## src/rtl/fetch_unit.sv

```systemverilog
// Instruction fetch sequencer: drives the PC register's next value, issues one
// instruction-memory read at a time and hands each fetched word to decode.
module fetch_unit #(
  parameter int unsigned XLEN = 32,
  parameter int unsigned ILEN = 32
) (
  input  logic            clk,
  input  logic            rst,
  input  logic [XLEN-1:0] pc_q,
  output logic [XLEN-1:0] pc_d,
  output logic            imem_req_valid,
  input  logic            imem_req_ready,
  output logic [XLEN-1:0] imem_req_addr,
  input  logic            imem_rsp_valid,
  input  logic [ILEN-1:0] imem_rsp_data,
  input  logic            redirect_valid,
  input  logic [XLEN-1:0] redirect_pc,
  output logic            inst_valid,
  input  logic            inst_ready,
  output logic [ILEN-1:0] inst_data,
  output logic [XLEN-1:0] inst_pc,
  output logic            fetch_fault
);

  typedef enum logic [2:0] {StBoot, StReq, StWaitRsp, StHold, StFault} state_e;

  state_e            state_q, state_d;
  logic              boot_q;
  logic              kill_q, kill_d;
  logic [ILEN-1:0]   data_q, data_d;
  logic [XLEN-1:0]   ipc_q, ipc_d;
  logic              redirect_bad;

  assign redirect_bad  = redirect_valid && (redirect_pc[1:0] != 2'b00);
  assign imem_req_addr = pc_q;
  assign inst_data     = data_q;
  assign inst_pc       = ipc_q;
  assign fetch_fault   = (state_q == StFault);

  always_comb begin
    state_d        = state_q;
    kill_d         = kill_q;
    data_d         = data_q;
    ipc_d          = ipc_q;
    pc_d           = pc_q;
    imem_req_valid = 1'b0;
    inst_valid     = 1'b0;
    case (state_q)
      // boot_q delays the first request by one cycle to match the PC register's reset hold
      StBoot: begin
        if (boot_q) state_d = StReq;
      end
      StReq: begin
        imem_req_valid = !redirect_valid;
        if (redirect_bad) begin
          state_d = StFault;
        end else if (redirect_valid) begin
          pc_d = redirect_pc;
        end else if (imem_req_ready) begin
          state_d = StWaitRsp;
        end
      end
      StWaitRsp: begin
        if (redirect_bad) begin
          state_d = StFault;
        end else begin
          if (redirect_valid) pc_d = redirect_pc;
          if (imem_rsp_valid) begin
            if (kill_q || redirect_valid) begin
              kill_d  = 1'b0;
              state_d = StReq;
            end else begin
              data_d  = imem_rsp_data;
              ipc_d   = pc_q;
              state_d = StHold;
            end
          end else if (redirect_valid) begin
            // Response still in flight: remember to drop it when it lands
            kill_d = 1'b1;
          end
        end
      end
      StHold: begin
        inst_valid = !redirect_valid;
        if (redirect_bad) begin
          state_d = StFault;
        end else if (redirect_valid) begin
          pc_d    = redirect_pc;
          state_d = StReq;
        end else if (inst_ready) begin
          pc_d    = pc_q + XLEN'(4);
          state_d = StReq;
        end
      end
      StFault: begin
        state_d = StFault;
      end
      default: begin
        state_d = StBoot;
      end
    endcase
  end

  always_ff @(posedge clk) begin
    if (!rst) begin
      state_q <= StBoot;
      boot_q  <= 1'b0;
      kill_q  <= 1'b0;
      data_q  <= '0;
      ipc_q   <= '0;
    end else begin
      state_q <= state_d;
      boot_q  <= 1'b1;
      kill_q  <= kill_d;
      data_q  <= data_d;
      ipc_q   <= ipc_d;
    end
  end

endmodule
```

## config.mk

```make
export PLATFORM = sky130hd
export DESIGN_NAME = fetch_unit
export DESIGN_NICKNAME = d
export VERILOG_FILES = /design/src/rtl/fetch_unit.sv
export SDC_FILE = /design/constraint.sdc
export NUM_CORES = 1
export LEC_CHECK = 0
export BUFFER_PORTS_ARGS = -buffer_cell sky130_fd_sc_hd__buf_2
export CAP_MARGIN = 10
export CORE_MARGIN = 3
export CORE_UTILIZATION = 40
export CTS_CLUSTER_SIZE = 14
export DETAILED_ROUTE_END_ITERATION = 10
export GPL_TIMING_DRIVEN = 1
export PLACE_DENSITY = 0.77
export SKIP_LAST_GASP = 1
export SLEW_MARGIN = 20
export SYNTH_ARGS = -nofsm -noshare
export SYNTH_HDL_FRONTEND = slang
export SYNTH_SLANG_ARGS = --single-unit
```

## constraint.sdc

```tcl
create_clock -name clk -period 2 [get_ports clk]
set_input_delay 0.2 -clock clk [delete_from_list [all_inputs] [get_ports clk]]
set_output_delay 0.2 -clock clk [all_outputs]
set_load 0.03 [all_outputs]
```

Word level (Yosys, flattened, before mapping)
Cells that the tools add are included.
{"block": "op_classes", "addsub": 1, "mul": 0, "div_mod_pow": 0, "magnitude_cmp": 0, "eq_ne": 10, "shifts": 0, "mux": 23, "bitwise": 2, "n_reduce_logical": 10}
{"operator": "two-way mux 32 bit", "count": 5}
{"operator": "one-hot mux 32 bit (2 select lines)", "count": 1}
{"operator": "adder 32 x 3 -> 32 bit, second input constant", "count": 1}
{"operator": "two-way mux 3 bit", "count": 9}
{"operator": "one-hot mux 3 bit (5 select lines)", "count": 1}
{"operator": "inequality test 3 bit, second input constant", "count": 3}
{"operator": "AND reduction 4 bit", "count": 2}
{"operator": "== test 3 x 2 -> 1 bit, second input constant", "count": 2}
{"operator": "two-way mux 1 bit", "count": 6}
{"operator": "AND reduction 5 bit", "count": 1}
{"operator": "inequality test 4 bit, second input constant", "count": 1}
{"operator": "nonzero test 2 bit", "count": 2}
{"operator": "== test 3 x 1 -> 1 bit, second input constant", "count": 1}
{"operator": "== test 3 bit, second input constant", "count": 1}
{"operator": "zero test 3 bit", "count": 1}
{"operator": "two-way mux 2 bit", "count": 1}
{"operator": "inequality test 2 x 1 -> 1 bit, second input constant", "count": 1}
{"operator": "inequality test 2 bit, second input constant", "count": 1}
{"operator": "NOT 1 bit", "count": 2}
{"operator": "OR reduction 2 bit", "count": 1}
{"operator": "logical AND 1 bit", "count": 1}
{"operator": "zero test 1 bit", "count": 1}
{"operator": "logical OR 1 bit", "count": 1}
{"block": "totals", "reg_bits": 69, "latchBits": 0, "ramBits": 0, "rom_bits": 0, "in_bits": 102, "n_memories": 0}

Logic depth before layout (Yosys ltp)
{"block": "depth", "depth_word": 5, "depth_mapped": 9}

Least setup slack after synthesis
Ideal clock, no wire load.
{"block": "synth_timing", "path_type": "register to output", "startpoint": "register state_q[1]", "endpoint": "output port pc_d[15]", "arrival_ps": 2473, "t_required_ps": 1800, "slack_ps": -673, "path_stages_with_launch": 7, "cell_sequence": "dfxtp_1 clkbuf_1 and3b_1 clkbuf_1 nand2_1 clkbuf_1 o311ai_0"}
{"block": "synth_between", "elab_chain_len": 3}
{"item": "from (decl)", "line_no": "27", "source": "state_e state_q, state_d;"}
{"item": "from (signal assigned)", "line_no": "106", "source": "state_q <= StBoot;"}
{"item": "from (signal assigned)", "line_no": "112", "source": "state_q <= state_d;"}
{"item": "== test 3 x 2 -> 1 bit or == test 3 x 1 -> 1 bit (tied branches)", "line_no": "48", "source": "case (state_q)"}
{"item": "OR reduction 2 bit (no line)"}
{"item": "one-hot mux 32 bit (2 select lines) (*)", "line_no": "48"}
{"item": "to (decl)", "line_no": "10", "source": "output logic [XLEN-1:0] pc_d,"}
Every way passes the cells marked *; elsewhere a longest branch is shown, timed or not.

Worst setup path after layout
{"block": "layout_timing", "startpoint": "input port pc_q[8]", "endpoint": "output port pc_d[21]"}
{"block": "layout_between", "elab_chain_len": 5}
{"item": "from (decl)", "line_no": "9", "source": "input logic [XLEN-1:0] pc_q,"}
{"item": "adder 32 x 3 -> 32 bit", "line_no": "91", "source": "pc_d = pc_q + XLEN'(4);"}
{"item": "two-way mux 32 bit", "line_no": "90", "source": "end else if (inst_ready) begin"}
{"item": "two-way mux 32 bit", "line_no": "87", "source": "end else if (redirect_valid) begin"}
{"item": "two-way mux 32 bit", "line_no": "85", "source": "if (redirect_bad) begin"}
{"item": "one-hot mux 32 bit (2 select lines)", "line_no": "48"}
No other way between the ends.

==> reports/metrics.cfg <==
[timing]
fmax_ghz = 0.452
setup_viol = 16
fin_ws_ns = -0.215
slew_headroom_pct = 67.5
min_period_over_period_pct = 111
rsz0062_at_grt = true
finalHoldViolations = 0
worst_hold_slack_ns = 0.0951
maxSlewViolCount = 0
fin_skew_ns = 0.00991
fin_crit_ns = 2.21
tightest_slew_ns = 0.487

[floorplanning]
die_h_microns = 111
ios = 233
die_area_sq_mm = 0.0124
core_sq_mm = 0.0106
die_w_microns = 111
start_util_pct = 42.1
num_rows = 37

[run]
drv_cap = 0

[grt]
grt_max_degree = 42
grt.total_usage_pct = 27.4
grt_pass1_vias = 5441
grt-ovfl-total = 0
antenna_found_initial = 2
grt_first_pass_wirelength_microns = 28000

[cts]
cts_tree = yes
cts-buffers-inserted = 9
clk_latency_ns = 0.34
clk_pin_slew_worst_paths_ns = 0.08
cts_hold_buffers = 0
cts-root-buf = clkbuf_8
clock_sinks = 69
clockBufferDepth = 2
cts.htree.levels = 3

[setup_path]
path_class = input pin to output pin
cp_max_fo = 5
crit_family = simple AND/OR/NAND/NOR gates
required_ns = 1.80
crit_chain = buf_4 -> nand4_4 -> or4_4 -> buf_6 -> buf_4 -> o31ai_1 -> a22oi_1 -> o21ai_2 -> buf_6
crit_path_max_incr_delay_ns = 0.48
worstSetupStartpointType = input pin
endpoint_kind = output pin
crit_slowest_cell = or4_4
crit_buf_inv = 4
critPathArrivalTime_ns = 2.01

[synth]
yosys.area.top_type = dfxtp_1
async_flop_share_pct = 0
synth-edff-count = 0
yosys_warnings = 0
yosysSeqAreaShare_pct = 31.1
ys.flop_type = dfxtp_1
synth_top_area_share_pct = 31.1
synth-seq-cells = 69
synth_nets = 728
syn_inst = 625
synth_top_cells_by_area = dfxtp_1 31%, nand2_1 14%, a21boi_0 11%
synth.distinct_cells = 64
synth.avg_cell_area_sq_um = 7.12
synth.cell_area_sq_mm = 0.00445

[power]
sw_frac_of_total_pct = 31.2
ir_worst_vdd_mv = 0.355
p_seq_share_pct = 34.8
pwr-share-clk_pct = 35.5
p_sw_mw = 1.25
finalPower_mw = 4.02
internal_power_mw = 2.76
combPwrFrac_pct = 29.7
p_per_area_mw_per_mm2 = 545
leakage_nw = 3.30

[place]
pre_cts_slack_ns = -0.301
post-dp-hpwl_microns = 12800
placed_area_sq_mm = 0.00614
port_buffers = 232
routabilityCongestion = 0.910

[drt]
via_per_inst = 5.71
wl_microns = 19500
postRouteAntennaNets = 0
drt_pre_antenna_iters = 7
drt_iter0_drc = 617
post_drt_wl_per_cell_microns = 18.6
vias = 6000
post-route-drc-count = 0

[run_status]
outcome = finished with violations
failed_checks = negative setup slack

[cells_and_area]
layout-drive-gt1-share_pct = 49.7
fin_nets = 1013
final_cell_mix = 196 x buf_2, 161 x nand2_1, 97 x buf_4
final_common_cell = buf_2
syn_to_final_growth_pct = 65.8
design_area_sq_mm = 0.00737

[min_path]
min_path_type = input pin to register

worst reg2reg max path: cells and delay by family (launching register included):
kind / cells / cell delay (ns)
AO/OA/AOI/OAI: 1 / 0.16
buffers and inverters: 4 / 0.65
flip-flops: 1 / 0.34
AND/OR/NAND/NOR: 4 / 0.69
routing by layer:
layer | GRT usage, % | up-vias | wire length [microns]
met2 | 44.8 | 430 | 9180
met1 | 34.2 | 2720 | 7200
met4 | 11.3 | 4 | 966
met3 | 7.55 | 92 | 2180
met5 | 0 | - | 21
li1 | - | 2754 | -
timing repair:
item | in CTS | in global routing
setup buffers | 19 | 18
pin swaps | 21 | 37
endpoints found under the setup margin | 26 | 93
gates resized for setup | 85 | 109
hold endpoints to repair | 0 | 0
cloned | 1 | 1
through the flow:
stage               std cells  setup TNS, ns  util [%]
floorplan                 625         -0.331         -
global placement          998          -1.26      58.2
detailed placement        998          -1.62      58.2
CTS                      1032         -0.452      65.0
global route             1050          -2.78      69.8
finish                   1051          -1.12      69.9
power by group through the flow:
stage | combinational [mW] | sequential (mW) | clock, mW
2_1_floorplan | 0.542 | 1.44 | 0
3_3_place_gp | 0.933 | 1.43 | 0
3_5_place_dp | 0.940 | 1.43 | 0
4_1_cts | 1.05 | 1.40 | 1.46
5_1_grt | 1.25 | 1.40 | 1.51
6_report | 1.19 | 1.40 | 1.42
area by class of cell:
| type | instances | area (sq um) |
|---|---|---|
| antenna | 1 | 2.50 |
| clock buffer | 10 | 138 |
| clock inverter | 5 | 108 |
| fill | 827 | 3180 |
| inverter | 10 | 50.0 |
| multi-input combinational | 466 | 3060 |
| sequential | 69 | 1390 |
| tap | 136 | 170 |
| timing repair buffer | 354 | 2460 |
registers in the layout, summed over array words and instances (netlist names):
signal     flops
boot_q         1
inst_data     32
inst_pc       32
kill_q         1
state_q        3
logic make-up after synthesis:
kind of cell / count (synthesis) / synth area share (%)
adders and majority gates: 1 / 0.281
DFF: 69 / 31.1
buffers and inverters: 90 / 10.4
xor gates and xnor gates: 6 / 1.18
muxes: 2 / 0.478
and+or+nand+nor: 272 / 27.3
AOI/OAI and AO/OA: 185 / 29.3
synthesized netlist by cell type (2+ instances only):
cell type and instances:
o21bai_1 4, a21o_1 3, clkbuf_1 43, and4_1 2, inv_1 9, xnor2_1 6, or3_1 4, a41o_1 2
buf_4 32, o31a_1 2, nor4_1 3, o221ai_1 3, and3_1 6, a21oi_1 15, a31oi_1 7, a22oi_1 13
buf_2 3, nand2_1 165, a211oi_1 2, a21boi_0 66, nor3_1 10, or4_1 4, nand3_1 22, o211ai_1 6
a221o_1 7, nand4_1 11, nand2b_1 2, nor3b_1 2, o21ai_0 36, a311oi_1 2, a41oi_1 2, a32o_1 2
nor2_1 29, dfxtp_1 69, nand3b_1 2
path summary, 6_finish.rpt:
path / slack (ns) / start / cells after the start / to
setup / recovery: -0.21 / pc_q[8] / 9 / pc_d[21]
hold / removal: 0.1 / imem_req_ready / 3 / state_q[1]$_SDFFE_PN0P_
setup reg to reg: 0.07 / state_q[0]$_SDFFE_PN0P_ / 9 / inst_pc[22]$_SDFFE_PN0P_
hold reg to reg: 0.46 / inst_data[8]$_SDFFE_PN0P_ / 2 / inst_data[8]$_SDFFE_PN0P_
(Power assumes the default switching activity.)
